**config.mk**
```make
export PLATFORM = sky130hd
export DESIGN_NAME = pipe_stage_elastic
export DESIGN_NICKNAME = d
export VERILOG_FILES = /design/src/rtl/pipe_stage_elastic.sv
export SDC_FILE = /design/constraint.sdc
export NUM_CORES = 1
export LEC_CHECK = 0
export CORE_MARGIN = 2
export CORE_UTILIZATION = 48
export CTS_CLUSTER_DIAMETER = 40
export CTS_CLUSTER_SIZE = 12
export DETAILED_ROUTE_END_ITERATION = 16
export PLACE_DENSITY = 0.8
export SLEW_MARGIN = 20
export SYNTH_ARGS = -nofsm -noshare
export SYNTH_HDL_FRONTEND = slang
export SYNTH_SLANG_ARGS = --single-unit
```
**constraint.sdc**
```tcl
create_clock -name CLK -period 1.9 [get_ports CLK]
set_clock_uncertainty 0.2 [all_clocks]
set_input_delay 0.475 -clock CLK [delete_from_list [all_inputs] [get_ports CLK]]
set_output_delay 0.475 -clock CLK [all_outputs]
set_load 0.05 [all_outputs]
```
**src/rtl/pipe_stage_elastic.sv**
```systemverilog
// ============================================================================
// pipe_stage_elastic : valid/ready pipeline stage, optional two-entry skid
// Optional STALL_CNT backpressure counter enabled by PIPE_STAGE_PERF_EN.
// Revision: 1.0
// ============================================================================
`default_nettype none

module pipe_stage_elastic #(
  parameter int                   BIT_WIDTH     = 32,
  parameter logic [BIT_WIDTH-1:0] DEFAULT_VALUE = {BIT_WIDTH{1'b0}},
  parameter bit                   SKID_EN       = 1'b1,
  parameter int                   CNT_WIDTH     = 16
) (
  input  logic                 CLK,
  input  logic                 RST,
  input  logic                 CLEAR,
  input  logic                 STALL,
  input  logic                 IN_VALID,
  output logic                 IN_READY,
  input  logic [BIT_WIDTH-1:0] IN_DATA,
  output logic                 OUT_VALID,
  input  logic                 OUT_READY,
  output logic [BIT_WIDTH-1:0] OUT_DATA,
  output logic [1:0]           OCCUPANCY,
  output logic [CNT_WIDTH-1:0] STALL_CNT
);

  logic                 main_valid;
  logic [BIT_WIDTH-1:0] main_data;
  logic                 in_ready;
  logic                 out_valid;
  logic                 accept;
  logic                 emit;

  assign out_valid = main_valid & ~STALL & ~CLEAR;
  assign accept    = IN_VALID & in_ready;
  assign emit      = out_valid & OUT_READY;

  assign IN_READY  = in_ready;
  assign OUT_VALID = out_valid;
  assign OUT_DATA  = main_data;

  generate
    if (SKID_EN) begin : g_skid
      logic                 skid_valid;
      logic [BIT_WIDTH-1:0] skid_data;

      // Ready depends only on registered state, so OUT_READY never reaches IN_READY.
      assign in_ready  = ~skid_valid & ~STALL & ~CLEAR;
      assign OCCUPANCY = {skid_valid, main_valid & ~skid_valid};

      always_ff @(posedge CLK) begin
        if (RST || CLEAR) begin
          main_valid <= 1'b0;
          main_data  <= DEFAULT_VALUE;
          skid_valid <= 1'b0;
          skid_data  <= DEFAULT_VALUE;
        end else if (!STALL) begin
          if (skid_valid) begin
            if (emit) begin
              main_data  <= skid_data;
              skid_valid <= 1'b0;
            end
          end else if (main_valid) begin
            if (accept && emit) begin
              main_data <= IN_DATA;
            end else if (accept) begin
              skid_data  <= IN_DATA;
              skid_valid <= 1'b1;
            end else if (emit) begin
              main_valid <= 1'b0;
            end
          end else if (accept) begin
            main_data  <= IN_DATA;
            main_valid <= 1'b1;
          end
        end
      end
    end else begin : g_pass
      assign in_ready  = (~main_valid | OUT_READY) & ~STALL & ~CLEAR;
      assign OCCUPANCY = {1'b0, main_valid};

      always_ff @(posedge CLK) begin
        if (RST || CLEAR) begin
          main_valid <= 1'b0;
          main_data  <= DEFAULT_VALUE;
        end else if (accept) begin
          main_valid <= 1'b1;
          main_data  <= IN_DATA;
        end else if (emit) begin
          main_valid <= 1'b0;
        end
      end
    end
  endgenerate

`ifdef PIPE_STAGE_PERF_EN
  logic [CNT_WIDTH-1:0] stall_cnt;

  // Saturating; CLEAR intentionally leaves it alone.
  always_ff @(posedge CLK) begin
    if (RST) begin
      stall_cnt <= '0;
    end else if (IN_VALID && !in_ready && !(&stall_cnt)) begin
      stall_cnt <= stall_cnt + CNT_WIDTH'(1);
    end
  end

  assign STALL_CNT = stall_cnt;
`else
  assign STALL_CNT = '0;
`endif

endmodule

`default_nettype wire

```
==> results.md <==
- DRT antenna net count: 0
- Fin Setup TNS: 0 ns
- Grt peak-use layer: met2
- Hold EP: OUT_DATA[2]
- R2r setup slk: 0.26 ns
- CP top delay family: flip-flops
- Worst Path Class, Setup: flop to primary output
- Register area share after synthesis: 41.8%
- Via density: 5.40
- Die height: 85.2 um
- I/O pin total: 90
- Core Box Area: 6350 sq um
- Routability cong.: 0.740
- Final Core Density: 69.0%
- WP buf/inv: 1
- Drt drc: 0
- Total CTS buffers: 9
- Min-delay src: OUT_DATA[2]
- Clock Power Share: 39.7%
- Post-layout power: 0.00304 W
- Distinct cells, synth: 27
- Critical Path Source Type: flop
- DR iter-0 viols: 113
- CP Capture Type: primary output
- Vias: 2753
- Die W: 85.2 um
- Lkg Pwr: 1.77 nW
- Final Setup Violations: 0
- Switching power: 0.000754 W
- Drt wl/cell: 15.0 um
- Clock tree buffer depth: 2
- Hold buffers post-CTS: 0
- Post-layout min period: 1.88 ns
- FP Rows: 29
- Power Density: 693 nW/um^2
- Initial antenna violation count: 0
- Status: complete, no violations
- Crit-path slowest cell: dfxtp_4
- Beginning of the critical path: g_skid.skid_valid
- Layout cells sized above 1: 26.8%
- First-pass GRT wire length: 12600 um
- Hold/Removal Path Class: flop to flop
- CTS tree: built
- Clk root buf: clkbuf_8
- Worst R2R End: main_valid
- Nets@finish: 467
- H-Tree Depth: 3
- Final cycle utilization of the critical path: 99.1%
- Total Routing Usage GR: 21.7%
- Sw Share: 24.8%
- Synth Cell Area: 3160 sq um
- GR Util met1: 25.4%
- Pins Over Slew Limit: 0
- Final wirelength: 7660 um
- Max rail drop VDD: 555 uV
- Worst-path fanout max: 13
- P&R area growth vs syn: 38.4%
- Cells along the critical path: nor3_4 > buf_12
- Grt ovf: 0
- Combinational Power Share: 14.2%
- Internal power: 0.00228 W
- Detail Placement HPWL: 5260 um
- Slowest stage delay, CP: 0.42 ns
- Fin Hold WS: 0.262 ns
- Max-cap violations: 0
- Sink Count: 66
- Met2 Track Usage GR: 38.1%
- Largest net degree at the start of global routing: 43
- Reg-to-Reg Start: g_skid.skid_valid
- IO buf count: 73
- Peak Freq: 531 MHz
- Syn. warnings: 0
- WHS Path Cells: 2
- Sequential share of power: 46.2%
- Yosys reg bits: 66
- Router iterations before antenna repair: 6
- Worst path required time: 1.22 ns
- Initial Utilization: 49.8%
- Met3 Use GR: 6.13%
- Clock Latency Late Sink: 0.34 ns
- Arr. time, crit path: 1.21 ns
- Final Hold Vio Count: 0
- Ant. Diodes: 0
- R2R depth: 6
- Vias in the first global route: 2705
- Die area: 7260 sq um
- Avg Inst Size Synth: 8.89 sq um
- Cell count after synthesis: 356
- Reg clk slew, reported paths: 0.07 ns
==> power groups by stage <==
stage / clock, W / sequential, W / combinational, W
2_1_floorplan: 0 / 0.00146 / 0.000234
6_report: 0.00120 / 0.00140 / 0.000430
4_1_cts: 0.00123 / 0.00140 / 0.000427
3_5_place_dp: 0 / 0.00143 / 0.000422
3_3_place_gp: 0 / 0.00143 / 0.000418
5_1_grt: 0.00129 / 0.00140 / 0.000454
==> repair_timing <==
| action | CTS | global route |
|---|---|---|
| pin swaps | 1 | 1 |
| buffers inserted | 1 | 1 |
| gates resized for setup | 8 | 4 |
| setup endpoints to repair | 2 | 2 |
==> cell usage after synthesis, drive strengths merged <==
cell	count	share of area, %
a211oi	1	0.24
and3	1	0.20
mux2	32	11
or2	2	0.40
conb	1	0.12
nor2	3	0.44
mux2i	32	10
and2	2	0.40
buf	34	8.0
nand4bb	1	0.36
nor3	1	0.16
nand3	32	5.1
nor2b	1	0.20
clkbuf	14	1.7
nand2	65	7.7
o21ai	32	5.1
a31oi	1	0.20
a31o	1	0.28
o221ai	1	0.83
and4bb	1	0.40
a21oi	32	5.1
dfxtp	66	42
==> worst reg2reg max path, cell delays in order (launching register included) <==
cell and delay (ns):
dfxtp_4 0.42, nor3_4 0.28, buf_4 0.16, buf_4 0.09, buf_4 0.10, nand2_1 0.05, a31o_2 0.24
==> state kept, by name (all words and copies together), names as in the netlist <==
name               count
g_skid.skid_data      32
main_valid             1
g_skid.skid_valid      1
OUT_DATA              32
==> worst max path at each step <==
stage                     cells after the start         to
after global routing                          2   IN_READY
final                                         2   IN_READY
after floorplan                               2  OUT_VALID
after detailed placement                      4   IN_READY
after CTS                                     4   IN_READY
after global placement                        4   IN_READY
==> cell usage in the layout, fill, tap and decap left out, drive strengths merged, types with 2 or more instances in the layout <==
cell type and count:
mux2i 32, or2 2, nand3 32, nor2 3
clkbuf 14, clkdlybuf4s50 35, o21ai 32, dfxtp 66
buf 58, and2 2, mux2 32, conb 16
nand2 65, a21oi 32
==> cells by family after synthesis <==
group                  Yosys count  share of synthesized area (%)
other                            1                          0.119
buffers and inverters           48                           9.65
flip-flops                      66                           41.8
AND/OR/NAND/NOR                109                           15.3
multiplexers                    64                           21.5
AO/OA/AOI/OAI                   68                           11.7
==> per-stage QoR <==
stage	std cells	worst slack [ns]	instance area [sq um]
2_1_floorplan	371	0.0180	3230
3_3_place_gp	493	-0.261	4140
3_5_place_dp	493	-0.299	4140
4_1_cts	509	0.000606	4370
5_1_grt	510	-0.0268	4380
6_report	510	0.0175	4380
==> layer usage <==
layer	vias up	part of all wire (%)	routed length, um
li1	1335	-	-
met1	1307	40	3050
met5	-	0	0
met2	100	52	3990
met3	11	6.3	484
met4	0	1.9	143
==> layout make-up <==
class	count	area, sq um
clock inverters	2	35.0
well taps	77	96.3
clock buffers	13	169
fillers	487	1970
flip-flops and latches	66	1330
multi-input cells	257	1620
repair buffers	95	1130
(Power assumes the default switching activity.)
==> edit 1: new RTL, config.mk and constraints unchanged <==
Change the parameter `BIT_WIDTH` from 32 to 16.
--- a/src/rtl/pipe_stage_elastic.sv
+++ b/src/rtl/pipe_stage_elastic.sv
@@ -6,7 +6,7 @@
 `default_nettype none
 
 module pipe_stage_elastic #(
-  parameter int                   BIT_WIDTH     = 32,
+  parameter int                   BIT_WIDTH     = 16,
   parameter logic [BIT_WIDTH-1:0] DEFAULT_VALUE = {BIT_WIDTH{1'b0}},
   parameter bit                   SKID_EN       = 1'b1,
   parameter int                   CNT_WIDTH     = 16
Ports: changed (resized IN_DATA and OUT_DATA); port bits go from 90 to 58. The function was not compared with the original's and may differ.
==> edit 1 against the original RTL <==
- total power fell by 53%
- setup slack better by 0.019 ns
- synthesized area shrank 45%
- register-to-register slack improved by 0.10 ns
- die area shrank 43%
- clock power down 63%
- count of clock-buffer cells in the layout decreased by 7
- wire length shrank 52%
- sequential cell count fell by 32
- first-iteration DRC count decreased by 39%
- cell area fell by 43%
- hold slack better by 0.020 ns
- critical path type is now input pin to output port
- largest cell class unchanged
==> edit 1: results (changes against the original RTL) <==
metric;value;unit;change
cts.root.buffer_cell;clkbuf_4;;was clkbuf_8
grt_start_max_net_pins;33;;was 43
hp-start;g_skid.skid_data[3];;was OUT_DATA[2]
wl_met2;1800;µm;was 3990 µm
placement.cell_area;2420;µm²;was 4140 µm²
crit_path_max_fanout;3;;was 13
placed_cells;282;;was 493
p_leak;0.991;nW;was 1.77 nW
synth_cells;195;;was 356
final_net_count;265;;was 467
min_period_over_period;0.981;;was 0.991
finish.instance_area;2480;µm²;was 4380 µm²
dr.pass1.iters;4;;was 6
wl_met3;220;µm;was 484 µm
hpwl;2660;µm;was 5260 µm
fillers;268;;was 487
topRoutingLayerUsed;met4;;unchanged
final_weighted_congestion_of_routability_driven_global_placement;0.798;;was 0.740
peakVddDrop;0.000542;V;was 0.000555 V
clock_pin_transition_on_the_worst_setup_and_hold_timing_paths;0.11;ns;was 0.07 ns
layout-drive-gt1-share;0.283;;was 0.268
result_of_the_run;finished clean;;unchanged
vias_in_the_first_global_route;1457;;was 2705
cp-startpoint;STALL;;was g_skid.skid_valid
proportion_of_synthesized_chip_area_in_sequential_cells;0.391;;was 0.418
gr-usage-all-layers;0.198;;was 0.217
drt-wirelength-per-cell;12.7;µm;was 15.0 µm
largest_cells_by_area_after_synthesis;dfxtp_1 (39%), mux2_2 (10%), mux2i_1 (9.2%), buf_4 (7.3%), nand2_1 (7.1%);;was dfxtp_1 (42%), mux2_2 (11%), mux2i_1 (10%), nand2_1 (7.7%), buf_4 (5.5%)
cts_inserted_buffers;5;;was 9
synth_cell_type_count;28;;was 27
via_per_inst;5.05;;was 5.40
m1WireLength;1620;µm;was 3050 µm
yosys-top-cells-count;dfxtp_1 (34), nand2_1 (33), buf_4 (17);;was dfxtp_1 (66), nand2_1 (65)
## edit 1: cell count changes after synthesis, moves of 16 or more
cell / unedited run / this run
mux2i_1: 32 / 16
mux2_2: 32 / 16
nand3_1: 32 / 16
a21oi_1: 32 / 16
dfxtp_1: 66 / 34
o21ai_0: 24 / 0
nand2_1: 65 / 33
## edit 1: layer usage
layer	up-vias	track usage
met5	-	0
met4	0	0.0718
met3	8	0.0687
met2	48	0.339
met1	675	0.227
li1	734	-
## edit 1: final cells by class
class / count / area share
clock buffers: 6 / 0.0207
clock inverters: 2 / 0.00504
multi-input cells: 145 / 0.369
well taps: 46 / 0.0232
flip-flops and latches: 34 / 0.275
repair buffers: 57 / 0.307
## edit 1: logic make-up after synthesis
logic type	share of synthesized area
AO/OA/AOI/OAI	0.120
buffers and inverters	0.121
flip-flops	0.391
multiplexers	0.195
other	0.00215
AND/OR/NAND/NOR	0.170
## edit 1: where the power goes
part	internal, mW	leakage [nW]	switching [mW]
registers	0.718	0.275	0.00607
logic	0.110	0.681	0.166
clock network	0.178	0.0343	0.262
## edit 1: what timing repair did
item / in CTS / in global routing
pin swaps: 1 / 0
setup endpoints to repair: 3 / 2
buffers inserted: 0 / 0
gates resized for setup: 7 / 1
## edit 1: path summary, 6_finish.rpt
check | slack [ns] | endpoint | cells past startpoint
setup / recovery | 0.04 | OUT_VALID | 4
hold / removal | 0.28 | g_skid.skid_data[3] | 2
setup reg to reg | 0.36 | OUT_DATA[15] | 5
hold reg to reg | 0.28 | g_skid.skid_data[3] | 2
## edit 1: critical path, cell delays in order
cell and delay [ns]:
dlygate4sd2_1 0.30, nor2_4 0.13, and2_4 0.16, buf_12 0.13
==> edit 2: new RTL, same settings <==
Without the edit above. Build with the macro `PIPE_STAGE_PERF_EN` defined.
--- a/src/rtl/pipe_stage_elastic.sv
+++ b/src/rtl/pipe_stage_elastic.sv
@@ -4,6 +4,8 @@
 // Revision: 1.0
 // ============================================================================
 `default_nettype none
+
+`define PIPE_STAGE_PERF_EN
 
 module pipe_stage_elastic #(
   parameter int                   BIT_WIDTH     = 32,
Behaviour: not the same (a bounded check fails within 4 cycles, from zero or initial values and one cycle with RST high).
==> edit 2 against the original RTL <==
- the run now ends with setup timing left
- cell area rose by 35%
- synthesized area rose by 10%
- non-clock buffer count rose by 60
- wire length rose by 40%
- sequential cell count rose by 16
- synthesized cell count rose by 13%
- utilization rose by 14 points
- die area rose by 9.6%
- total power rose by 11%
- sequential power rose by 24%
- setup slack got worse by 0.14 ns
- critical path type is now flip-flop to flip-flop
- critical endpoint is now STALL_CNT[15]
==> edit 2: results (changes against the original RTL) <==
metric;value;unit;change
grtUsageMet2;0.416;;was 0.381
dr.pass1.iters;4;;was 6
setup_viol_count_final;12;;was 0
placed_cells;606;;was 493
cts-resized-gates;35;;was 8
result_of_the_run;finished with violations;;was finished clean
hp-start;g_skid.skid_data[16];;was OUT_DATA[2]
vias_in_the_first_global_route;3346;;was 2705
peakVddDrop;0.000622;V;was 0.000555 V
layoutNonFillerInstCount;641;;was 510
grt_start_max_net_pins;50;;was 43
groute.layer.met1.usage;0.311;;was 0.254
failed_checks;setup timing;;
via_per_inst;5.51;;was 5.40
r2r_start;STALL_CNT[5];;was g_skid.skid_valid
m1WireLength;4400;µm;was 3050 µm
worst_slack;-0.122;ns;was 0.0175 ns
final_net_count;576;;was 467
worst_path_max_delay_cell;or4_4;;was dfxtp_4
largest_cells_by_area_after_synthesis;dfxtp_1 (47%), mux2i_1 (9.8%), a211oi_1 (7.5%), nand2_1 (7.4%), a21oi_1 (5.7%);;was dfxtp_1 (42%), mux2_2 (11%), mux2i_1 (10%), nand2_1 (7.7%), buf_4 (5.5%)
final_weighted_congestion_of_routability_driven_global_placement;0.815;;was 0.740
synth_cells;401;;was 356
cts_setup_buffers;5;;was 1
wl_met3;643;µm;was 484 µm
holdWs;0.260;ns;was 0.262 ns
wl_met2;5440;µm;was 3990 µm
timing.critical_path.slowest_cell_delay;0.60;ns;was 0.42 ns
==> edit 2: changes by cell type in the layout (fill, tap and decap cells not counted), moves of 21 or more <==
cell / unedited run / this run
a211oi_1: 1 / 24
buf_12: 26 / 48
buf_4: 30 / 58
mux2_2: 32 / 1
nand3_1: 32 / 5
nor2_1: 1 / 41
o21ai_0: 24 / 3
==> edit 2: through the flow <==
step                      worst slack (ns)  power, mW
after floorplan                     -0.280       1.97
after global placement              -0.732       2.18
after detailed placement            -0.798       2.19
after CTS                          -0.0829       3.32
after global routing                -0.163       3.46
final                               -0.122       3.36
==> edit 2: kinds of logic after synthesis <==
| family | count (synthesis) | synth area share |
|---|---|---|
| AOI/OAI and AO/OA | 88 | 0.167 |
| xor gates and xnor gates | 1 | 0.00252 |
| adders and majority gates | 1 | 0.00359 |
| buffers and inverters | 36 | 0.0410 |
| DFF | 82 | 0.471 |
| muxes | 39 | 0.114 |
| and+or+nand+nor | 154 | 0.201 |
==> edit 2: worst max-delay path by stage <==
stage,from,endpoint
after floorplan,STALL_CNT[3],STALL_CNT[10]
after global placement,STALL,STALL_CNT[13]
after detailed placement,STALL,STALL_CNT[10]
after CTS,STALL_CNT[5],STALL_CNT[13]
after global routing,STALL_CNT[5],STALL_CNT[15]
final,STALL_CNT[5],STALL_CNT[15]
==> edit 2: where the power goes <==
group          internal (mW)  switching (mW)  total, mW
registers               1.72          0.0217       1.74
clock network          0.486           0.660       1.15
logic                  0.235           0.236      0.471
==> edit 2: final cells by class <==
class / instances / area, µm²
well taps: 99 / 124
clock inverters: 5 / 40.0
multi-input cells: 283 / 1970
flip-flops and latches: 82 / 1690
clock buffers: 11 / 131
inverters: 6 / 22.5
fillers: 401 / 1220
repair buffers: 155 / 1940
